$ cat src/rtl/inv_mix_columns_iter_pkg.sv
// Shared types, FSM encoding and GF(2^8) helpers for the iterative AES (Inv)MixColumns block.
// The forward coefficient helpers are only referenced when MIXCOL_FWD_EN is defined.
package inv_mix_columns_iter_pkg;

    typedef logic [7:0]   gf_byte_t;
    typedef logic [31:0]  col_t;
    typedef logic [127:0] aes_state_t;

    typedef enum logic [1:0] {
        IDLE = 2'd0,
        BUSY = 2'd1,
        DONE = 2'd2
    } fsm_e;

    // Low byte of the AES field polynomial x^8 + x^4 + x^3 + x + 1.
    localparam gf_byte_t AES_POLY = 8'h1b;

    function automatic gf_byte_t xtime(input gf_byte_t x);
        return {x[6:0], 1'b0} ^ (x[7] ? AES_POLY : 8'h00);
    endfunction

    function automatic gf_byte_t gf_mul02(input gf_byte_t x);
        return xtime(x);
    endfunction

    function automatic gf_byte_t gf_mul03(input gf_byte_t x);
        return xtime(x) ^ x;
    endfunction

    function automatic gf_byte_t gf_mul09(input gf_byte_t x);
        gf_byte_t x2, x4, x8;
        x2 = xtime(x);
        x4 = xtime(x2);
        x8 = xtime(x4);
        return x8 ^ x;
    endfunction

    function automatic gf_byte_t gf_mul0b(input gf_byte_t x);
        gf_byte_t x2, x4, x8;
        x2 = xtime(x);
        x4 = xtime(x2);
        x8 = xtime(x4);
        return x8 ^ x2 ^ x;
    endfunction

    function automatic gf_byte_t gf_mul0d(input gf_byte_t x);
        gf_byte_t x2, x4, x8;
        x2 = xtime(x);
        x4 = xtime(x2);
        x8 = xtime(x4);
        return x8 ^ x4 ^ x;
    endfunction

    function automatic gf_byte_t gf_mul0e(input gf_byte_t x);
        gf_byte_t x2, x4, x8;
        x2 = xtime(x);
        x4 = xtime(x2);
        x8 = xtime(x4);
        return x8 ^ x4 ^ x2;
    endfunction

endpackage

$ cat src/rtl/inv_mix_columns_iter_if.sv
// Handshake bundle between upstream, the (Inv)MixColumns unit and the next decrypt stage.
// The mode signal exists only when MIXCOL_FWD_EN is defined.
interface inv_mix_columns_iter_if;
    import inv_mix_columns_iter_pkg::*;

    logic       in_valid;
    logic       in_ready;
    aes_state_t data_in;
    logic       out_valid;
    logic       out_ready;
    aes_state_t data_out;
`ifdef MIXCOL_FWD_EN
    logic       mode;
`endif

    modport master (
        output in_valid, data_in, out_ready,
        input  in_ready, out_valid, data_out
`ifdef MIXCOL_FWD_EN
        , output mode
`endif
    );

    modport slave (
        input  in_valid, data_in, out_ready,
        output in_ready, out_valid, data_out
`ifdef MIXCOL_FWD_EN
        , input mode
`endif
    );

endinterface

$ cat src/rtl/inv_mix_columns_iter_word.sv
// Combinational single-column (Inv)MixColumns; row r of the column sits in bits [8r+7:8r].
// With MIXCOL_FWD_EN defined, i_mode=1 selects the forward matrix through the same rotation network.
module inv_mix_column_word
    import inv_mix_columns_iter_pkg::*;
(
    input  col_t i_col,
`ifdef MIXCOL_FWD_EN
    input  logic i_mode,
`endif
    output col_t o_col
);

    // Byte r of w_rot_k holds row (r+k) mod 4, so each output row reads the same byte lane.
    col_t w_rot1;
    col_t w_rot2;
    col_t w_rot3;

    assign w_rot1 = {i_col[7:0],  i_col[31:8]};
    assign w_rot2 = {i_col[15:0], i_col[31:16]};
    assign w_rot3 = {i_col[23:0], i_col[31:24]};

    always_comb begin
        // NOTE: every combinational output is assigned a default first, so no path can infer a latch.
        o_col = '0;
        for (int r = 0; r < 4; r++) begin
`ifdef MIXCOL_FWD_EN
            if (i_mode) begin
                o_col[8*r +: 8] = gf_mul02(i_col[8*r +: 8])  ^ gf_mul03(w_rot1[8*r +: 8])
                                ^ w_rot2[8*r +: 8]           ^ w_rot3[8*r +: 8];
            end else begin
                o_col[8*r +: 8] = gf_mul0e(i_col[8*r +: 8])  ^ gf_mul0b(w_rot1[8*r +: 8])
                                ^ gf_mul0d(w_rot2[8*r +: 8]) ^ gf_mul09(w_rot3[8*r +: 8]);
            end
`else
            o_col[8*r +: 8] = gf_mul0e(i_col[8*r +: 8])  ^ gf_mul0b(w_rot1[8*r +: 8])
                            ^ gf_mul0d(w_rot2[8*r +: 8]) ^ gf_mul09(w_rot3[8*r +: 8]);
`endif
        end
    end

endmodule

$ cat src/rtl/inv_mix_columns_iter.sv
// Iterative AES InvMixColumns: one 32-bit column per clock, 4 clocks per 128-bit state.
// Defining MIXCOL_FWD_EN adds a mode input (latched at accept) that selects forward MixColumns.
module inv_mix_columns_iter
    import inv_mix_columns_iter_pkg::*;
#(
    parameter int NCOLS = 4
) (
    input  logic                   sys_clk,
    input  logic                   sys_rst_n,
    inv_mix_columns_iter_if.slave  bus
);

    localparam int               COL_W    = (NCOLS > 1) ? $clog2(NCOLS) : 1;
    localparam logic [COL_W-1:0] LAST_COL = COL_W'(NCOLS - 1);

    logic [1:0]       r_rst_sync;
    logic             w_rst_n;
    fsm_e             r_state;
    fsm_e             w_state_nxt;
    logic             w_accept;
    logic             w_step;
    logic [COL_W-1:0] r_col;
    aes_state_t       r_state_data;
    aes_state_t       r_data_out;
    col_t             w_col_in;
    col_t             w_col_out;
`ifdef MIXCOL_FWD_EN
    logic             r_mode;
`endif

    // Reset asserts asynchronously but releases two clocks later, aligned to sys_clk.
    always_ff @(posedge sys_clk or negedge sys_rst_n) begin
        // NOTE: sequential state is written with <= so every flop samples pre-edge values.
        if (!sys_rst_n) begin
            r_rst_sync <= '0;
        end else begin
            r_rst_sync <= {r_rst_sync[0], 1'b1};
        end
    end

    assign w_rst_n = r_rst_sync[1];

    always_ff @(posedge sys_clk or negedge w_rst_n) begin
        if (!w_rst_n) begin
            r_state <= IDLE;
        end else begin
            r_state <= w_state_nxt;
        end
    end

    always_comb begin
        w_state_nxt = r_state;
        w_accept    = 1'b0;
        w_step      = 1'b0;
        unique case (r_state)
            IDLE: begin
                if (bus.in_valid) begin
                    w_accept    = 1'b1;
                    w_state_nxt = BUSY;
                end
            end
            BUSY: begin
                w_step = 1'b1;
                if (r_col == LAST_COL) begin
                    w_state_nxt = DONE;
                end
            end
            DONE: begin
                if (bus.out_ready) begin
                    w_state_nxt = IDLE;
                end
            end
            default: w_state_nxt = IDLE;
        endcase
    end

    // Gather column r_col: row r lives at byte index NCOLS*r + col.
    always_comb begin
        w_col_in = '0;
        for (int r = 0; r < 4; r++) begin
            w_col_in[8*r +: 8] = r_state_data[8*(NCOLS*r + int'(r_col)) +: 8];
        end
    end

    inv_mix_column_word u_word (
        .i_col  (w_col_in),
`ifdef MIXCOL_FWD_EN
        .i_mode (r_mode),
`endif
        .o_col  (w_col_out)
    );

    always_ff @(posedge sys_clk or negedge w_rst_n) begin
        // NOTE: the data registers are reset too, since data_out must read zero after reset.
        if (!w_rst_n) begin
            r_col        <= '0;
            r_state_data <= '0;
            r_data_out   <= '0;
        end else if (w_accept) begin
            r_col        <= '0;
            r_state_data <= bus.data_in;
        end else if (w_step) begin
            for (int r = 0; r < 4; r++) begin
                r_data_out[8*(NCOLS*r + int'(r_col)) +: 8] <= w_col_out[8*r +: 8];
            end
            r_col <= (r_col == LAST_COL) ? '0 : r_col + COL_W'(1);
        end
    end

`ifdef MIXCOL_FWD_EN
    always_ff @(posedge sys_clk or negedge w_rst_n) begin
        if (!w_rst_n) begin
            r_mode <= 1'b0;
        end else if (w_accept) begin
            r_mode <= bus.mode;
        end
    end
`endif

    assign bus.in_ready  = (r_state == IDLE);
    assign bus.out_valid = (r_state == DONE);
    assign bus.data_out  = r_data_out;

endmodule
$ cat src/flat_wrapper.sv
// flat-port wrapper written by rule: the top's interface ports become plain ports
module inv_mix_columns_iter_flat import inv_mix_columns_iter_pkg::*;
#(
    parameter int NCOLS = 4
)
  (sys_clk, sys_rst_n, bus_in_valid, bus_data_in, bus_out_ready, bus_in_ready, bus_out_valid, bus_data_out);
  inv_mix_columns_iter_if bus_i ();
  input  logic sys_clk;
  input  logic sys_rst_n;
  input wire logic [$bits(bus_i.in_valid)-1:0] bus_in_valid;
  input wire logic [$bits(bus_i.data_in)-1:0] bus_data_in;
  input wire logic [$bits(bus_i.out_ready)-1:0] bus_out_ready;
  output wire logic [$bits(bus_i.in_ready)-1:0] bus_in_ready;
  output wire logic [$bits(bus_i.out_valid)-1:0] bus_out_valid;
  output wire logic [$bits(bus_i.data_out)-1:0] bus_data_out;
  assign bus_i.in_valid = bus_in_valid;
  assign bus_i.data_in = bus_data_in;
  assign bus_i.out_ready = bus_out_ready;
  assign bus_in_ready = bus_i.in_ready;
  assign bus_out_valid = bus_i.out_valid;
  assign bus_data_out = bus_i.data_out;
  inv_mix_columns_iter #(.NCOLS(NCOLS)) u_core (.sys_clk(sys_clk), .sys_rst_n(sys_rst_n), .bus(bus_i));
endmodule
$ cat config.mk
export PLATFORM = sky130hd
export DESIGN_NAME = inv_mix_columns_iter_flat
export DESIGN_NICKNAME = d
export VERILOG_FILES = /design/src/rtl/inv_mix_columns_iter_pkg.sv /design/src/rtl/inv_mix_columns_iter_if.sv /design/src/rtl/inv_mix_columns_iter_word.sv /design/src/rtl/inv_mix_columns_iter.sv /design/src/flat_wrapper.sv
export SDC_FILE = /design/constraint.sdc
export NUM_CORES = 1
export LEC_CHECK = 0
export CAP_MARGIN = 0
export CORE_MARGIN = 2
export CORE_UTILIZATION = 60
export DETAILED_ROUTE_END_ITERATION = 10
export DONT_BUFFER_PORTS = 1
export PLACE_DENSITY = 0.76
export SLEW_MARGIN = 40
export SYNTH_ARGS = -nofsm -noshare
export SYNTH_HDL_FRONTEND = slang
export SYNTH_HIERARCHICAL = 1
export SYNTH_SLANG_ARGS = --single-unit
export TNS_END_PERCENT = 50
$ cat constraint.sdc
create_clock -name sys_clk -period 10.3 [get_ports sys_clk]
set_clock_uncertainty 0.15 [all_clocks]
set_input_delay 2.06 -clock sys_clk [delete_from_list [all_inputs] [get_ports sys_clk]]
set_output_delay 2.06 -clock sys_clk [all_outputs]
set_load 0.03 [all_outputs]
==> results of run 1 <==
## layer usage
layer,part of all wire [%],wire [um]
met5,0.16,51
met4,2.5,798
met3,8.2,2670
met2,48,15700
met1,41,13200
## worst max-delay path, stage by stage, from the launching register on
cell and delay, ns:
dfrtp_2 0.42, buf_6 0.47, mux4_2 0.78, xnor3_1 0.48, xnor2_2 0.37, xnor3_1 0.49, xnor2_1 0.70, mux2i_1 0.18
o2bb2ai_1 0.16
## state kept, by name, indices dropped and copies added, names as in the netlist
signal,count
u_core/r_col,2
u_core/r_state,2
u_core/r_rst_sync,2
u_core/r_state_data,128
u_core/bus.data_out,128
## area by class of cell
| class | instances | area share, % |
|---|---|---|
| Sequential cell | 262 | 46.2 |
| Multi-Input combinational cell | 580 | 44.3 |
| Clock buffer | 44 | 5.62 |
| Tap cell | 280 | 2.46 |
| Timing Repair Buffer | 13 | 0.915 |
| Clock inverter | 4 | 0.334 |
| Inverter | 4 | 0.106 |
| Antenna cell | 3 | 0.0528 |
## per-stage QoR
step	cells	instance area (um2)	hold slack, ns
after floorplan	922	13300	0.181
after global placement	1134	13300	0.189
after detailed placement	1135	13300	0.136
after CTS	1183	14200	0.141
after global routing	1187	14200	0.170
final	1190	14200	0.123
## worst max-delay path by stage
stage	start	endpoint	slack, ns	cells after the start
6_report	u_core/r_col[0]$_DFFE_PN0P_	u_core/bus.data_out[81]$_DFFE_PN0P_	5.96	8
5_1_grt	u_core/r_col[0]$_DFFE_PN0P_	u_core/bus.data_out[81]$_DFFE_PN0P_	5.75	8
2_1_floorplan	u_core/r_rst_sync[1]$_DFF_PN0_	u_core/bus.data_out[0]$_DFFE_PN0P_	2.31	0
4_1_cts	u_core/r_col[0]$_DFFE_PN0P_	u_core/bus.data_out[81]$_DFFE_PN0P_	5.74	8
3_3_place_gp	u_core/r_col[0]$_DFFE_PN0P_	u_core/bus.data_out[81]$_DFFE_PN0P_	5.78	8
3_5_place_dp	u_core/r_col[0]$_DFFE_PN0P_	u_core/bus.data_out[81]$_DFFE_PN0P_	5.77	8
## cell usage in the layout (no fill, tap or decap), types with 2 or more instances in the layout
cell	netlist	layout
a221oi_1	8	8
mux2i_1	17	17
nor2_1	25	25
a32o_1	24	24
mux2_2	127	127
dfrtp_4	0	2
dfrtp_1	262	259
ha_1	8	8
and3b_1	3	3
nand3_1	2	2
a21oi_1	8	8
xor2_2	1	2
inv_1	4	4
nand2_2	0	3
o21ai_0	8	8
xor2_1	35	34
a22o_1	58	58
o2bb2ai_1	24	24
nor4_4	2	2
xor2_4	2	2
clkbuf_1	21	11
clkbuf_16	0	27
mux4_2	32	32
xnor2_1	115	112
xor3_1	3	3
a22oi_1	8	8
nand2_1	14	11
buf_6	22	2
diode_2	0	3
clkbuf_8	0	6
nor3_4	1	2
clkinv_2	0	2
xnor2_2	6	9
xnor3_1	30	30
buf_4	12	9
buf_12	0	2
## logic make-up (layout without fill, tap and decap cells)
| family | after synthesis | count (layout) | synth area share (%) |
|---|---|---|---|
| AND/OR/NAND/NOR | 60 | 60 | 2.70 |
| multiplexers | 177 | 177 | 17.5 |
| XOR/XNOR | 194 | 194 | 17.1 |
| adder cells (fa/ha/maj) | 8 | 8 | 0.750 |
| AO/OA/AOI/OAI | 140 | 140 | 8.87 |
| buffers and inverters | 80 | 65 | 3.97 |
| other | 1 | 4 | 0.0281 |
| flip-flops | 262 | 262 | 49.1 |
==> results.md, run 1 <==
- Status: complete, no violations
- Sinks on Clock Net: 262
- Worst Path Required: 10.59 ns
- Setup TNS: 0 ns
- Htree depth: 1
- Netlist cell types: 51
- Synth warn: 6
- Hpwl dp: 23.5 mm
- Post-synth top cells: dfrtp_1, mux2_2, xnor2_1, a22o_1, xor2_1
- Worst Path Arrival: 4.63 ns
- Total CTS buffers: 27
- GR peak layer: met2
- Worst R2R Setup Slack: 5.96 ns
- EDFF count, synth: 0
- Drt first pass iters: 5
- Die footprint: 23500 um2
- Max Cap Viol: 0
- Rel. slew slack: 41.0%
- Setup ws final: 5.96 ns
- Top cell type's share of synthesized area: 49.1%
- Via count: 7644
- GP Congestion: 0.932
- GR Util met3: 8.14%
- Core area: 21800 um2
- Least-Margin Pin Slew: 0.879 ns
- Dominant cell type by area after synthesis: dfrtp_1
- # port buffers: 0
- Pins over their slew limit: 0
- Syn_area_per_cell: 14.5 um2
- Dpl ws: 5.77 ns
- Clock latency on the worst-skew pair: 0.53 ns
- Sequential share of the synthesized area: 49.1%
- Final core utilization: 65.2%
- Pin count of the biggest net entering global routing: 82
- Initial DRC Count: 562
- Kind of critical path: reg2reg
- Final hold violation count: 0
- Syn Nets: 1062
- Clock Path Buffers: 3
- IO Count: 262
- Most frequent cell after synthesis: dfrtp_1
- # resized after CTS: 0
- Reg-to-Reg End: u_core/bus.data_out[81]$_DFFE_PN0P_
- First-pass GRT wire length: 50.0 mm
- Post-synth ARST share: 100%
- TritonCTS clock tree: done
- Initial antenna violation count: 5
- Antenna-violating nets left: 0
- Final setup vio count: 0
- Root Buffer: clkbuf_16
- Nets: 1028
- CP startpoint kind: flip-flop
- Area Growth Syn to Fin: 6.55%
- Final WL: 32.4 mm
- Fin crit share: 42.1%
- Postcts setup bufs: 0
- Post-synthesis cell count: 922
- Vias in the first global route: 8143
- Initial core utilization: 61.2%
- Via/cell ratio: 6.42
- Drt wl/cell: 27.2 um
- Die extent in y: 153 um
- GRT met2 Usage: 44.9%
- Synthesized area: 13300 um2
- Grt met1 use: 36.6%
- Min-delay worst type: reg2async
- CTS Hold Bufs: 0
- Most used DFF post-synth: dfrtp_1
- #FFs+latches synth: 262
- Area contributors post-synth: dfrtp_1, mux2_2, xnor2_1
- Maximum fanout along the worst path: 41
- Die X: 153 um
- Rows: 54
- DRC violations left: 0
- Fmax achieved: 231 MHz
- Worst-case reg-to-reg path depth: 8
- Fin crit period: 4.34 ns
- Unrepaired setup endpoints after global routing: false
- Gr usage total: 27.5%
- FILL cells: 1552
- Multi-input gate area: 6310 um2
- GRT Residual Overflow: 0
- Worst r2r src: u_core/r_col[0]$_DFFE_PN0P_
- Register Area: 6570 um2
- Share of layout cells above drive strength 1: 26.4%
- Clock transition at path regs: 0.06 ns
- CP Capture Type: flip-flop
Power of run 1 is left out: the tool's default activity adds up to more than one toggle a clock period on the data nets, which glitch-free logic cannot reach.
==> run 2: changes to the inputs <==
==> constraint.sdc (replaced) <==
create_clock -name sys_clk -period 4.35 [get_ports sys_clk]
set_clock_uncertainty 0.15 [all_clocks]
set_input_delay 0.87 -clock sys_clk [delete_from_list [all_inputs] [get_ports sys_clk]]
set_output_delay 0.87 -clock sys_clk [all_outputs]
set_load 0.03 [all_outputs]
==> run 2 against run 1 <==
Against the previous run:
- global-route usage rose by 0.50 points
- final area rose by 1.3%
- final cell count rose by 1.6%
- hold slack got worse by 0.057 ns
- first-iteration DRC count rose by 14%
- non-clock buffer count rose by 22
- critical endpoint is now u_core/bus.data_out[89]$_DFFE_PN0P_
- core utilization rose by 0.88 points
- largest cell class unchanged
==> results.md, run 2 (synthesis gave the netlist of run 1 again) <==
- Setup ws final: 0.652 ns
- Via count: 7734
- Cells along the critical path: buf_12 -> mux4_2 -> buf_4 -> xor2_1 -> xnor2_1 -> xnor3_1 -> xnor2_1 -> a22oi_1 -> a21oi_1
- Most frequent cells in the layout: dfrtp_1, mux2_2, xnor2_1
- Commonest non-fill, non-tap cell in the layout: dfrtp_1
- GR Util met3: 7.60%
- Max Cap Viol: 0
- # port buffers: 0
- Postcts setup bufs: 0
- Worst hold slack: 0.0658 ns
- GRT met2 Usage: 45.5%
- Worst Path Arrival: 3.99 ns
- Fin cells: 1209
- Initial DRC Count: 642
- Clock latency on the worst-skew pair: 0.53 ns
- Worst Path Required: 4.64 ns
- Core area: 21800 um2
- Die extent in y: 153 um
- CP Capture Type: flip-flop
- Final setup vio count: 0
- Area Growth Syn to Fin: 7.99%
- Crit-path max cell delay: 0.71 ns
- # resized after CTS: 0
- Fin crit share: 85.0%
- CP max-delay cell: xnor2_1
- Worst-case reg-to-reg path depth: 9
- Drt wl/cell: 27.1 um
- Fin crit period: 3.70 ns
- First-pass GRT wire length: 51.0 mm
- Via/cell ratio: 6.40
- Die footprint: 23500 um2
- GR peak layer: met2
- Nets: 1050
- Root Buffer: clkbuf_16
- Vias in the first global route: 8295
- Final WL: 32.8 mm
- Fmax achieved: 270 MHz
- Sinks on Clock Net: 262
- Antenna-violating nets left: 0
- GP Congestion: 0.897
- TritonCTS clock tree: done
- Pin count of the biggest net entering global routing: 110
- Htree depth: 1
- FILL cells: 1547
- Kind of critical path: reg2reg
- CP startpoint kind: flip-flop
- Min-delay worst type: reg2async
- Total CTS buffers: 27
- Setup TNS: 0 ns
- DRC violations left: 0
- Share of layout cells above drive strength 1: 27.9%
- IO Count: 262
- Initial core utilization: 61.2%
- Unrepaired setup endpoints after global routing: false
- Initial antenna violation count: 4
- Die X: 153 um
- Status: complete, no violations
- Crit path top cell by count: xnor2_1
- Clock transition at path regs: 0.06 ns
- Least-Margin Pin Slew: 0.866 ns
- Rel. slew slack: 41.9%
- Final hold violation count: 0
- Grt met1 use: 37.8%
- Rows: 54
- Hpwl dp: 24.1 mm
- Pins over their slew limit: 0
- Dpl ws: 0.630 ns
- Maximum fanout along the worst path: 23
- DP Cell Count: 1157
- ANT cells: 0
- Gr usage total: 28.0%
- Clock Path Buffers: 3
- GRT Residual Overflow: 0
- Drt first pass iters: 7
run 2: cell types whose count changed in the layout (fill, tap and decap cells not counted), sizes merged:
cell and delta:
clkbuf -5, clkinv +5, clkinvlp -1, diode -3
bufinv +1, buf +21, dlygate4sd3 +1
run 2: cell type report:
type / instances / area, um2 / share of cell area (%)
clock buffers: 39 / 781 / 5.42
clock inverters: 9 / 98.8 / 0.686
flip-flops and latches: 262 / 6560 / 45.5
well taps: 280 / 350 / 2.43
inverters: 4 / 15.0 / 0.104
repair buffers: 35 / 340 / 2.36
multi-input cells: 580 / 6270 / 43.5
run 2: critical path: cells and delay by family, from the launching register on:
kind,cells,cell delay [ns]
muxes,1,0.63
xor gates and xnor gates,4,1.64
buffers and inverters,2,0.42
AOI/OAI and AO/OA,2,0.36
DFF,1,0.38
run 2: timing repair:
| action | 4_1_cts | 5_1_grt |
|---|---|---|
| endpoints found under the setup margin | 0 | 0 |
| hold endpoints to repair | 2 | 0 |
| hold buffers | 1 | 0 |
run 2: worst paths after layout:
kind | to | from | slack [ns]
worst max-delay path | u_core/bus.data_out[89]$_DFFE_PN0P_ | u_core/r_col[0]$_DFFE_PN0P_ | 0.65
worst max register to register | u_core/bus.data_out[89]$_DFFE_PN0P_ | u_core/r_col[0]$_DFFE_PN0P_ | 0.65
min in group sys_clk | u_core/r_rst_sync[1]$_DFF_PN0_ | u_core/r_rst_sync[0]$_DFF_PN0_ | 0.21
worst min-delay path | u_core/r_state_data[19]$_DFFE_PN0P_ | u_core/r_rst_sync[1]$_DFF_PN0_ | 0.07
max in group asynchronous | u_core/r_state_data[88]$_DFFE_PN0P_ | u_core/r_rst_sync[1]$_DFF_PN0_ | 3.11
worst min register to register | u_core/r_state_data[19]$_DFFE_PN0P_ | u_core/r_rst_sync[1]$_DFF_PN0_ | 0.07
run 2: metrics by stage:
stage,instance area [um2],util (%)
detailed placement,13500,61.8
global placement,13500,61.8
finish,14400,66.0
global route,14400,66.0
floorplan,13400,-
CTS,14400,65.9
run 2: metal layers:
layer	wire, um	up-vias	part of all wire (%)
met5	35	-	0.11
met4	786	6	2.4
met3	2950	63	9.0
met2	15900	381	48
met1	13200	3961	40
li1	-	3323	-
Power of run 2 is left out for the same reason.
